==> config.mk <==
export PLATFORM = sky130hd
export DESIGN_NAME = dp_pipe_ctrl_flat
export DESIGN_NICKNAME = d
export VERILOG_FILES = /design/src/rtl/dp_pipe_ctrl_if.sv /design/src/rtl/dp_pipe_ctrl.sv /design/src/flat_wrapper.sv
export SDC_FILE = /design/constraint.sdc
export NUM_CORES = 1
export LEC_CHECK = 0
export ABC_CLOCK_PERIOD_IN_PS = 2900
export CAP_MARGIN = 30
export CORE_MARGIN = 2
export CORE_UTILIZATION = 53
export DETAILED_ROUTE_END_ITERATION = 10
export PLACE_DENSITY = 0.79
export SYNTH_ARGS = -nofsm -noshare
export SYNTH_HDL_FRONTEND = slang
export SYNTH_SLANG_ARGS = --single-unit
==> constraint.sdc <==
create_clock -name clk -period 2.9 [get_ports clk]
set_input_delay 0.58 -clock clk [delete_from_list [all_inputs] [get_ports clk]]
set_output_delay 0.58 -clock clk [all_outputs]
set_load 0.01 [all_outputs]
==> src/rtl/dp_pipe_ctrl_if.sv <==
// Request/result handshake bundle for the dot-product pipeline controller.
// Interface signal names follow the controller's port list.
interface dp_pipe_ctrl_if;
  logic in_valid;
  logic in_mode;
  logic in_ready;
  logic out_valid;
  logic out_mode;
  logic out_ready;

  // Requester and result-consumer side.
  modport master (
    output in_valid, in_mode, out_ready,
    input  in_ready, out_valid, out_mode
  );

  // Controller side.
  modport slave (
    input  in_valid, in_mode, out_ready,
    output in_ready, out_valid, out_mode
  );
endinterface

==> src/rtl/dp_pipe_ctrl.sv <==
// Sequencing and precision-mode controller for the multi-precision
// dot-product pipeline. Tracks op validity and precision tag through STAGES
// register stages, drives per-stage load enables (low half always, high half
// only for full-precision ops), drains before a precision change and parks
// the pipeline in IDLE after a stretch of inactivity.
module dp_pipe_ctrl #(
  parameter int STAGES     = 4,
  parameter int SWITCH_CYC = 2,
  parameter int IDLE_CYC   = 8
) (
  input  logic              clk,
  input  logic              rst,          // asynchronous, active-low
  dp_pipe_ctrl_if.slave     bus,
  output logic [STAGES-1:0] stage_en,
  output logic [STAGES-1:0] stage_hi_en,
  output logic              cur_mode,
  output logic              busy,
  output logic [1:0]        state_o
);

  typedef enum logic [1:0] {
    ST_IDLE   = 2'd0,
    ST_RUN    = 2'd1,
    ST_DRAIN  = 2'd2,
    ST_SWITCH = 2'd3
  } state_t;

  localparam int IW = $clog2(IDLE_CYC + 1);
  localparam int SW = $clog2(SWITCH_CYC + 1);
  localparam logic [IW-1:0] IDLE_LAST   = IW'(IDLE_CYC - 1);
  localparam logic [SW-1:0] SWITCH_LOAD = SW'(SWITCH_CYC - 1);

  state_t            r_state, w_state_nxt;
  logic [STAGES-1:0] r_v, w_v_nxt;
  logic [STAGES-1:0] r_m, w_m_nxt;
  logic [IW-1:0]     r_idle_cnt, w_idle_cnt_nxt;
  logic [SW-1:0]     r_sw_cnt, w_sw_cnt_nxt;
  logic              r_cur_mode, w_cur_mode_nxt;
  logic              r_pend_mode, w_pend_mode_nxt;
  logic              w_advance;
  logic              w_in_ready;
  logic              w_accept;

  // The whole pipeline moves unless the last stage holds a result nobody takes.
  // in_ready is gated by rst so nothing is offered while reset is asserted.
  assign w_advance  = ~r_v[STAGES-1] | bus.out_ready;
  assign w_in_ready = rst & w_advance & (r_state == ST_RUN) &
                      (bus.in_mode == r_cur_mode);
  assign w_accept   = bus.in_valid & w_in_ready;

  assign bus.in_ready  = w_in_ready;
  assign bus.out_valid = r_v[STAGES-1];
  assign bus.out_mode  = r_m[STAGES-1];

  // A stage loads only when a real op moves into it; bubbles never toggle
  // the datapath, and the high half loads only for full-precision ops.
  assign stage_en    = {r_v[STAGES-2:0] & {(STAGES-1){w_advance}}, w_accept};
  assign stage_hi_en = {r_v[STAGES-2:0] & r_m[STAGES-2:0] & {(STAGES-1){w_advance}},
                        w_accept & bus.in_mode};

  assign cur_mode = r_cur_mode;
  assign busy     = (|r_v) | (r_state == ST_DRAIN) | (r_state == ST_SWITCH);
  assign state_o  = r_state;

  // Next contents of the valid/tag shift register.
  always_comb begin
    // NOTE: every always_comb output gets a default first so no path leaves it
    // unassigned; an unassigned path would infer a latch.
    w_v_nxt = r_v;
    w_m_nxt = r_m;
    if (w_advance) begin
      w_v_nxt = {r_v[STAGES-2:0], w_accept};
      w_m_nxt = {r_m[STAGES-2:0], bus.in_mode};
    end
  end

  // Valid/tag shift register; an async reset discards every in-flight op.
  always_ff @(posedge clk or negedge rst) begin
    // NOTE: sequential state uses non-blocking assignments only, so every
    // register samples pre-edge values regardless of statement order.
    if (!rst) begin
      r_v <= '0;
      // NOTE: the tag bits are reset too, so out_mode reads 0 straight out of
      // reset instead of a stale precision tag.
      r_m <= '0;
    end else begin
      r_v <= w_v_nxt;
      r_m <= w_m_nxt;
    end
  end

  // Next-state logic: precision-switch sequencing, idle detection and wake-up.
  always_comb begin
    w_state_nxt     = r_state;
    w_idle_cnt_nxt  = r_idle_cnt;
    w_sw_cnt_nxt    = r_sw_cnt;
    w_pend_mode_nxt = r_pend_mode;
    w_cur_mode_nxt  = r_cur_mode;
    unique case (r_state)
      ST_RUN: begin
        if (bus.in_valid && (bus.in_mode != r_cur_mode)) begin
          // A request of the other precision: stop accepting and drain.
          w_state_nxt     = ST_DRAIN;
          w_pend_mode_nxt = bus.in_mode;
          w_idle_cnt_nxt  = '0;
        end else if (!(|r_v) && !bus.in_valid) begin
          if (r_idle_cnt == IDLE_LAST) begin
            w_state_nxt    = ST_IDLE;
            w_idle_cnt_nxt = '0;
          end else begin
            w_idle_cnt_nxt = r_idle_cnt + IW'(1);
          end
        end else begin
          w_idle_cnt_nxt = '0;
        end
      end
      ST_DRAIN: begin
        // Leave once the pipeline will be empty after this edge.
        if (!(|w_v_nxt)) begin
          w_state_nxt  = ST_SWITCH;
          w_sw_cnt_nxt = SWITCH_LOAD;
        end
      end
      ST_SWITCH: begin
        w_cur_mode_nxt = r_pend_mode;
        if (r_sw_cnt == '0) begin
          w_state_nxt = ST_RUN;
        end else begin
          w_sw_cnt_nxt = r_sw_cnt - SW'(1);
        end
      end
      ST_IDLE: begin
        // One wake cycle; any mode mismatch is resolved from RUN.
        if (bus.in_valid) begin
          w_state_nxt = ST_RUN;
        end
      end
      default: w_state_nxt = ST_RUN;
    endcase
  end

  // FSM state register.
  always_ff @(posedge clk or negedge rst) begin
    if (!rst) begin
      r_state <= ST_RUN;
    end else begin
      r_state <= w_state_nxt;
    end
  end

  // Counters and precision registers that travel with the FSM.
  always_ff @(posedge clk or negedge rst) begin
    if (!rst) begin
      r_idle_cnt  <= '0;
      r_sw_cnt    <= '0;
      r_cur_mode  <= 1'b0;
      r_pend_mode <= 1'b0;
    end else begin
      r_idle_cnt  <= w_idle_cnt_nxt;
      r_sw_cnt    <= w_sw_cnt_nxt;
      r_cur_mode  <= w_cur_mode_nxt;
      r_pend_mode <= w_pend_mode_nxt;
    end
  end

endmodule
==> src/flat_wrapper.sv <==
// flat-port wrapper written by rule: the top's interface ports become plain ports
module dp_pipe_ctrl_flat 
#(
  parameter int STAGES     = 4,
  parameter int SWITCH_CYC = 2,
  parameter int IDLE_CYC   = 8
)
  (clk, rst, stage_en, stage_hi_en, cur_mode, busy, state_o, bus_in_valid, bus_in_mode, bus_out_ready, bus_in_ready, bus_out_valid, bus_out_mode);
  dp_pipe_ctrl_if bus_i ();
  input  logic clk;
  input  logic rst;
  output logic [STAGES-1:0] stage_en;
  output logic [STAGES-1:0] stage_hi_en;
  output logic cur_mode;
  output logic busy;
  output logic [1:0] state_o;
  input wire logic [$bits(bus_i.in_valid)-1:0] bus_in_valid;
  input wire logic [$bits(bus_i.in_mode)-1:0] bus_in_mode;
  input wire logic [$bits(bus_i.out_ready)-1:0] bus_out_ready;
  output wire logic [$bits(bus_i.in_ready)-1:0] bus_in_ready;
  output wire logic [$bits(bus_i.out_valid)-1:0] bus_out_valid;
  output wire logic [$bits(bus_i.out_mode)-1:0] bus_out_mode;
  assign bus_i.in_valid = bus_in_valid;
  assign bus_i.in_mode = bus_in_mode;
  assign bus_i.out_ready = bus_out_ready;
  assign bus_in_ready = bus_i.in_ready;
  assign bus_out_valid = bus_i.out_valid;
  assign bus_out_mode = bus_i.out_mode;
  dp_pipe_ctrl #(.STAGES(STAGES), .SWITCH_CYC(SWITCH_CYC), .IDLE_CYC(IDLE_CYC)) u_core (.clk(clk), .rst(rst), .bus(bus_i), .stage_en(stage_en), .stage_hi_en(stage_hi_en), .cur_mode(cur_mode), .busy(busy), .state_o(state_o));
endmodule
Word level (Yosys, flattened, before mapping)
Cells that the tools add are included.
Widths: inputs -> output; s select.
{ "totals": {"ff_bits": 18, "in_bits": 5, "out_inout_bits": 15, "elab_cells": 59} }
{ "op_classes": {"addsub": 2, "n_eq_ne": 12, "mux": 14, "n_bitwise": 12, "reduce_logical": 12} }
{ "ops": {"columns": ["cell", "count"], "rows": [
  ["$mux 2", 8],
  ["$mux 4", 4],
  ["$and 3x3->3", 3],
  ["$ne 2x2->1 const B", 4],
  ["$pmux 2 s4", 1],
  ["$reduce_or 4->1", 2],
  ["$ne 3x3->1 const B", 2],
  ["$and 1x1->1", 5],
  ["$reduce_and 5->1", 1],
  ["$add 4x1->4 const B", 1],
  ["$eq 2x2->1 const B", 2],
  ["$eq 4x3->1 const B", 1],
  ["$logic_not 2->1", 2],
  ["$pmux 2 s2", 1],
  ["$or 1x1->1", 3],
  ["$reduce_and 3->1", 1],
  ["$eq 2x1->1 const B", 1],
  ["$logic_and 1x1->1", 2],
  ["$logic_not 1->1", 2],
  ["$reduce_and 2->1", 1],
  ["$reduce_bool 2->1", 1],
  ["$sub 2x1->2 const B", 1],
  ["$eq 1x1->1", 1],
  ["$ne 1x1->1", 1],
  ["$not 1->1", 1]
]} }

Depth between registers and ports, before layout
{ "logic_depth": {"depth_word": 10, "mapped_depth": 5, "mapped_depth_nobuf": 5} }

Least setup slack after synthesis
OpenSTA, ideal clock, no wires.
{ "synth_path": {"path_kind": "input-to-output", "from": "input port bus_in_valid", "to": "output port stage_hi_en[0]", "arrival_ns": 1.346, "t_required_ns": 2.320, "slack_ns": 0.974, "path_stages": 3, "n_path_buf": 1, "path_cell_list": "clkbuf_1 -> nand2_1 -> nor4_1"} }
{ "synth_via": {"elab_chain_cells": 2} }
{ "synth_lines": {"columns": ["item", "line", "source"], "rows": [
  ["start: declaration", "flat_wrapper.sv:17", "input wire logic [$bits(bus_i.in_valid)-1:0] bus_in_valid;"],
  ["$and 1x1->1", "dp_pipe_ctrl.sv:49", "assign w_accept = bus.in_valid & w_in_ready;"],
  ["$and 1x1->1", "dp_pipe_ctrl.sv:59", "w_accept & bus.in_mode};"],
  ["end: declaration", "flat_wrapper.sv:13", "output logic [STAGES-1:0] stage_hi_en;"]
]} }
No other way between the ends.

Worst setup path in the final report
{ "layout_path": {"from": "input port bus_in_mode", "to": "output port stage_en[0]"} }
{ "layout_via": {"elab_chain_cells": 3} }
{ "layout_lines": {"columns": ["item", "line", "source"], "rows": [
  ["start: declaration", "flat_wrapper.sv:18", "input wire logic [$bits(bus_i.in_mode)-1:0] bus_in_mode;"],
  ["$eq 1x1->1", "dp_pipe_ctrl.sv:48", "(bus.in_mode == r_cur_mode);"],
  ["$and 1x1->1", "dp_pipe_ctrl.sv:47", "assign w_in_ready = rst & w_advance & (r_state == ST_RUN) &"],
  ["$and 1x1->1", "dp_pipe_ctrl.sv:49", null],
  ["end: declaration", "flat_wrapper.sv:12", "output logic [STAGES-1:0] stage_en;"]
]} }
No other way between the ends.

==> results.py <==
metrics = {
    "run_status": {
        "status": "finished, final reports clean",
    },
    "grt": {
        "grt_usage_pct": 22.3,
        "grt_overflow_total": 0,
        "antenna_found_initial": 0,
        "grt_pass1_wl_mm": 3.33,
        "grt_max_degree": 19,
        "grt_pass1_vias": 713,
    },
    "cells_and_area": {
        "syn_to_final_growth_pct": 26.6,
        "diodes": 0,
        "final_cells": 150,
        "drive_gt1_share_pct": 13.6,
        "nNetsFinal": 133,
        "fin_util_pct": 72.4,
        "finalInstanceArea_um2": 1260,
    },
    "worst_setup_path": {
        "slowest_stage": "clkdlybuf4s50_1",
        "cp_cell_sequence": "clkdlybuf4s50_1 -> xor2_2 -> nor4_2 -> clkdlybuf4s50_1",
        "critPathCaptureType": "output port",
        "startpoint_type": "primary input",
        "crit_path_max_incr_delay_ns": 0.59,
        "crit_top_cell": "clkdlybuf4s50_1",
        "cp_max_fo": 5,
        "path_class": "primary input to output port",
        "worstPathRequired_ns": 2.32,
        "worstPathArrival_ns": 2.19,
    },
    "sta": {
        "layout_min_cycle_time_ns": 2.77,
        "rsz0062_at_grt": "false",
        "hold_viol": 0,
        "worst_slack_ns": 0.131,
        "drv_slew": 0,
        "worstMarginPinSlew_ns": 0.417,
        "fmax_mhz": 361,
        "setup_violations": 0,
        "finalSetupTns_ns": 0,
        "maxSlewHeadroom_pct": 72.0,
        "finalCritPeriodShare_pct": 95.5,
        "clock_skew_ns": 0.00583,
    },
    "routing": {
        "wire_per_inst_um": 14.1,
        "firstDrtPassIters": 4,
        "avgViaCountPerCell": 5.47,
        "vias": 820,
        "drc": 0,
        "drtIter0Drc": 19,
        "drtAntennaViolNets": 0,
        "drt_wl_total_mm": 2.12,
    },
    "synthesis": {
        "yosysSeqAreaShare_pct": 45.2,
        "synthFlopType": "dfrtp_1",
        "synthCells": 103,
        "syn_area_um2": 998,
        "ys_seq_elements": 18,
        "synth_edf_count": 0,
        "yosys_warnings": 0,
        "async_flop_share_pct": 100,
        "avgSynthCellArea_um2": 9.69,
        "synth_nets": 110,
        "ys_types": 40,
    },
    "floorplanning": {
        "fp.dieW_um": 47.4,
        "die_y_um": 47.4,
        "floorplan.initialDensity_pct": 57.2,
        "ios": 20,
        "core_area_um2": 1750,
        "row_count": 15,
        "dieArea_um2": 2250,
    },
    "placement": {
        "dp.cells": 146,
        "io_buffers": 19,
        "pre_cts_ws_ns": 0.110,
        "hpwlAfterDp_mm": 1.54,
        "place_area_um2": 1230,
        "gp_congestion": 0.788,
    },
    "cts": {
        "cts.sinks": 18,
        "path_clk_slew_ns": 0.11,
        "cts-htree-levels": 1,
        "clockRootBuffer": "clkbuf_4",
        "clock_latency_ns": 0.29,
        "postCtsSetupRepairBufs": 0,
        "cts_tree": "yes",
        "cts_buffers": 3,
        "cts_resized": 0,
        "cts_hold_buf": 0,
        "clockBufferDepth": 2,
    },
    "job": {
        "maxCapViolations": 0,
    },
    "pwr": {
        "peakVddDrop_mv": 0.599,
        "p_per_area_nw_per_um2": 922,
        "p_leak_uw": 0.000589,
    },
    "min_path": {
        "worstHoldPathType": "flop to flop",
    },
}
[registers in the layout, summed over array words and instances (netlist names)]
| register | flops |
|---|---|
| u_core.r_sw_cnt | 2 |
| u_core.r_m | 4 |
| u_core.r_v | 4 |
| u_core.cur_mode | 1 |
| u_core.state_o | 2 |
| u_core.r_idle_cnt | 4 |
| u_core.r_pend_mode | 1 |
[placed cells by master, fill, tap and decap left out, types with 3 or more instances in the layout]
cell type / n
a21o_1: 3
and2_1: 3
and3_1: 3
buf_4: 5
clkbuf_4: 3
clkdlybuf4s50_1: 19
dfrtp_1: 17
inv_1: 5
nand2_1: 21
nand2b_1: 3
nand3_1: 3
nand4b_1: 3
nor2_1: 3
[cell families (layout without fill, tap and decap cells)]
| family | after synthesis | in the layout | synth area share [%] |
|---|---|---|---|
| xor gates and xnor gates | 1 | 1 | 1.63 |
| DFF | 18 | 18 | 45.2 |
| adders and majority gates | 2 | 2 | 2.51 |
| and+or+nand+nor | 52 | 52 | 30.3 |
| muxes | 2 | 2 | 2.26 |
| buffers and inverters | 11 | 33 | 4.89 |
| AOI/OAI and AO/OA | 17 | 17 | 13.2 |
[layer usage]
metal / track usage [%] / up-vias / part of all wire, %
met3: 4.62 / 4 / 4.3
met1: 32.2 / 386 / 48
met5: 0 / - / 0
met2: 31.9 / 26 / 46
met4: 10.0 / 0 / 1.8
li1: - / 404 / -
[worst max-delay path, delay by kind of cell]
| kind | cells | cell delay [ns] |
|---|---|---|
| xor gates and xnor gates | 1 | 0.21 |
| buffers and inverters | 2 | 1.08 |
| and+or+nand+nor | 1 | 0.31 |
[area by class of cell]
class,count,area [um2]
clock buffers,4,36.3
repair buffers,24,228
multi-input cells,74,498
fillers,134,482
well taps,25,31.3
inverters,5,18.8
flip-flops and latches,18,452
[power by group]
part           total (uW)  switching [uW]  internal (uW)  leakage, uW
clock                 155            78.8           76.5    0.0000210
combinational         537             256            281     0.000344
sequential            472             121            351     0.000224
[cell usage after synthesis, types with 2 or more instances]
cell	n	area, um2
a21o_1	3	22.5
nand3_1	3	15.0
a211oi_1	2	15.0
dfrtp_1	17	425
nor2_1	3	11.3
ha_1	2	25.0
a21oi_1	2	10.0
nand2_1	21	78.8
nand2b_1	3	18.8
clkbuf_1	2	7.51
and3_1	3	18.8
and2_1	3	18.8
buf_2	3	15.0
nor2b_1	2	12.5
nand4b_1	3	26.3
a31oi_1	2	12.5
inv_1	5	18.8
mux2_2	2	22.5
[per-stage QoR]
stage / hold WS, ns / total power [uW]
2_1_floorplan: 0.284 / 806
3_3_place_gp: 0.456 / 996
3_5_place_dp: 0.479 / 1010
4_1_cts: 0.505 / 1180
5_1_grt: 0.527 / 1260
6_report: 0.500 / 1160
[final timing paths]
kind	endpoint	startpoint	cells after the start	slack, ns
max in group asynchronous	u_core.state_o[0]$_DFFE_PN1P_	rst	3	1.88
min reg2reg	u_core.r_m[0]$_DFFE_PN0P_	u_core.r_m[0]$_DFFE_PN0P_	2	0.50
min in group asynchronous	u_core.r_m[0]$_DFFE_PN0P_	rst	3	0.76
max	stage_en[0]	bus_in_mode	4	0.13
min	u_core.r_m[0]$_DFFE_PN0P_	u_core.r_m[0]$_DFFE_PN0P_	2	0.50
max reg2reg	u_core.r_idle_cnt[0]$_DFFE_PN0N_	u_core.r_v[2]$_DFF_PN0_	3	1.49
(Power assumes the default switching activity.)
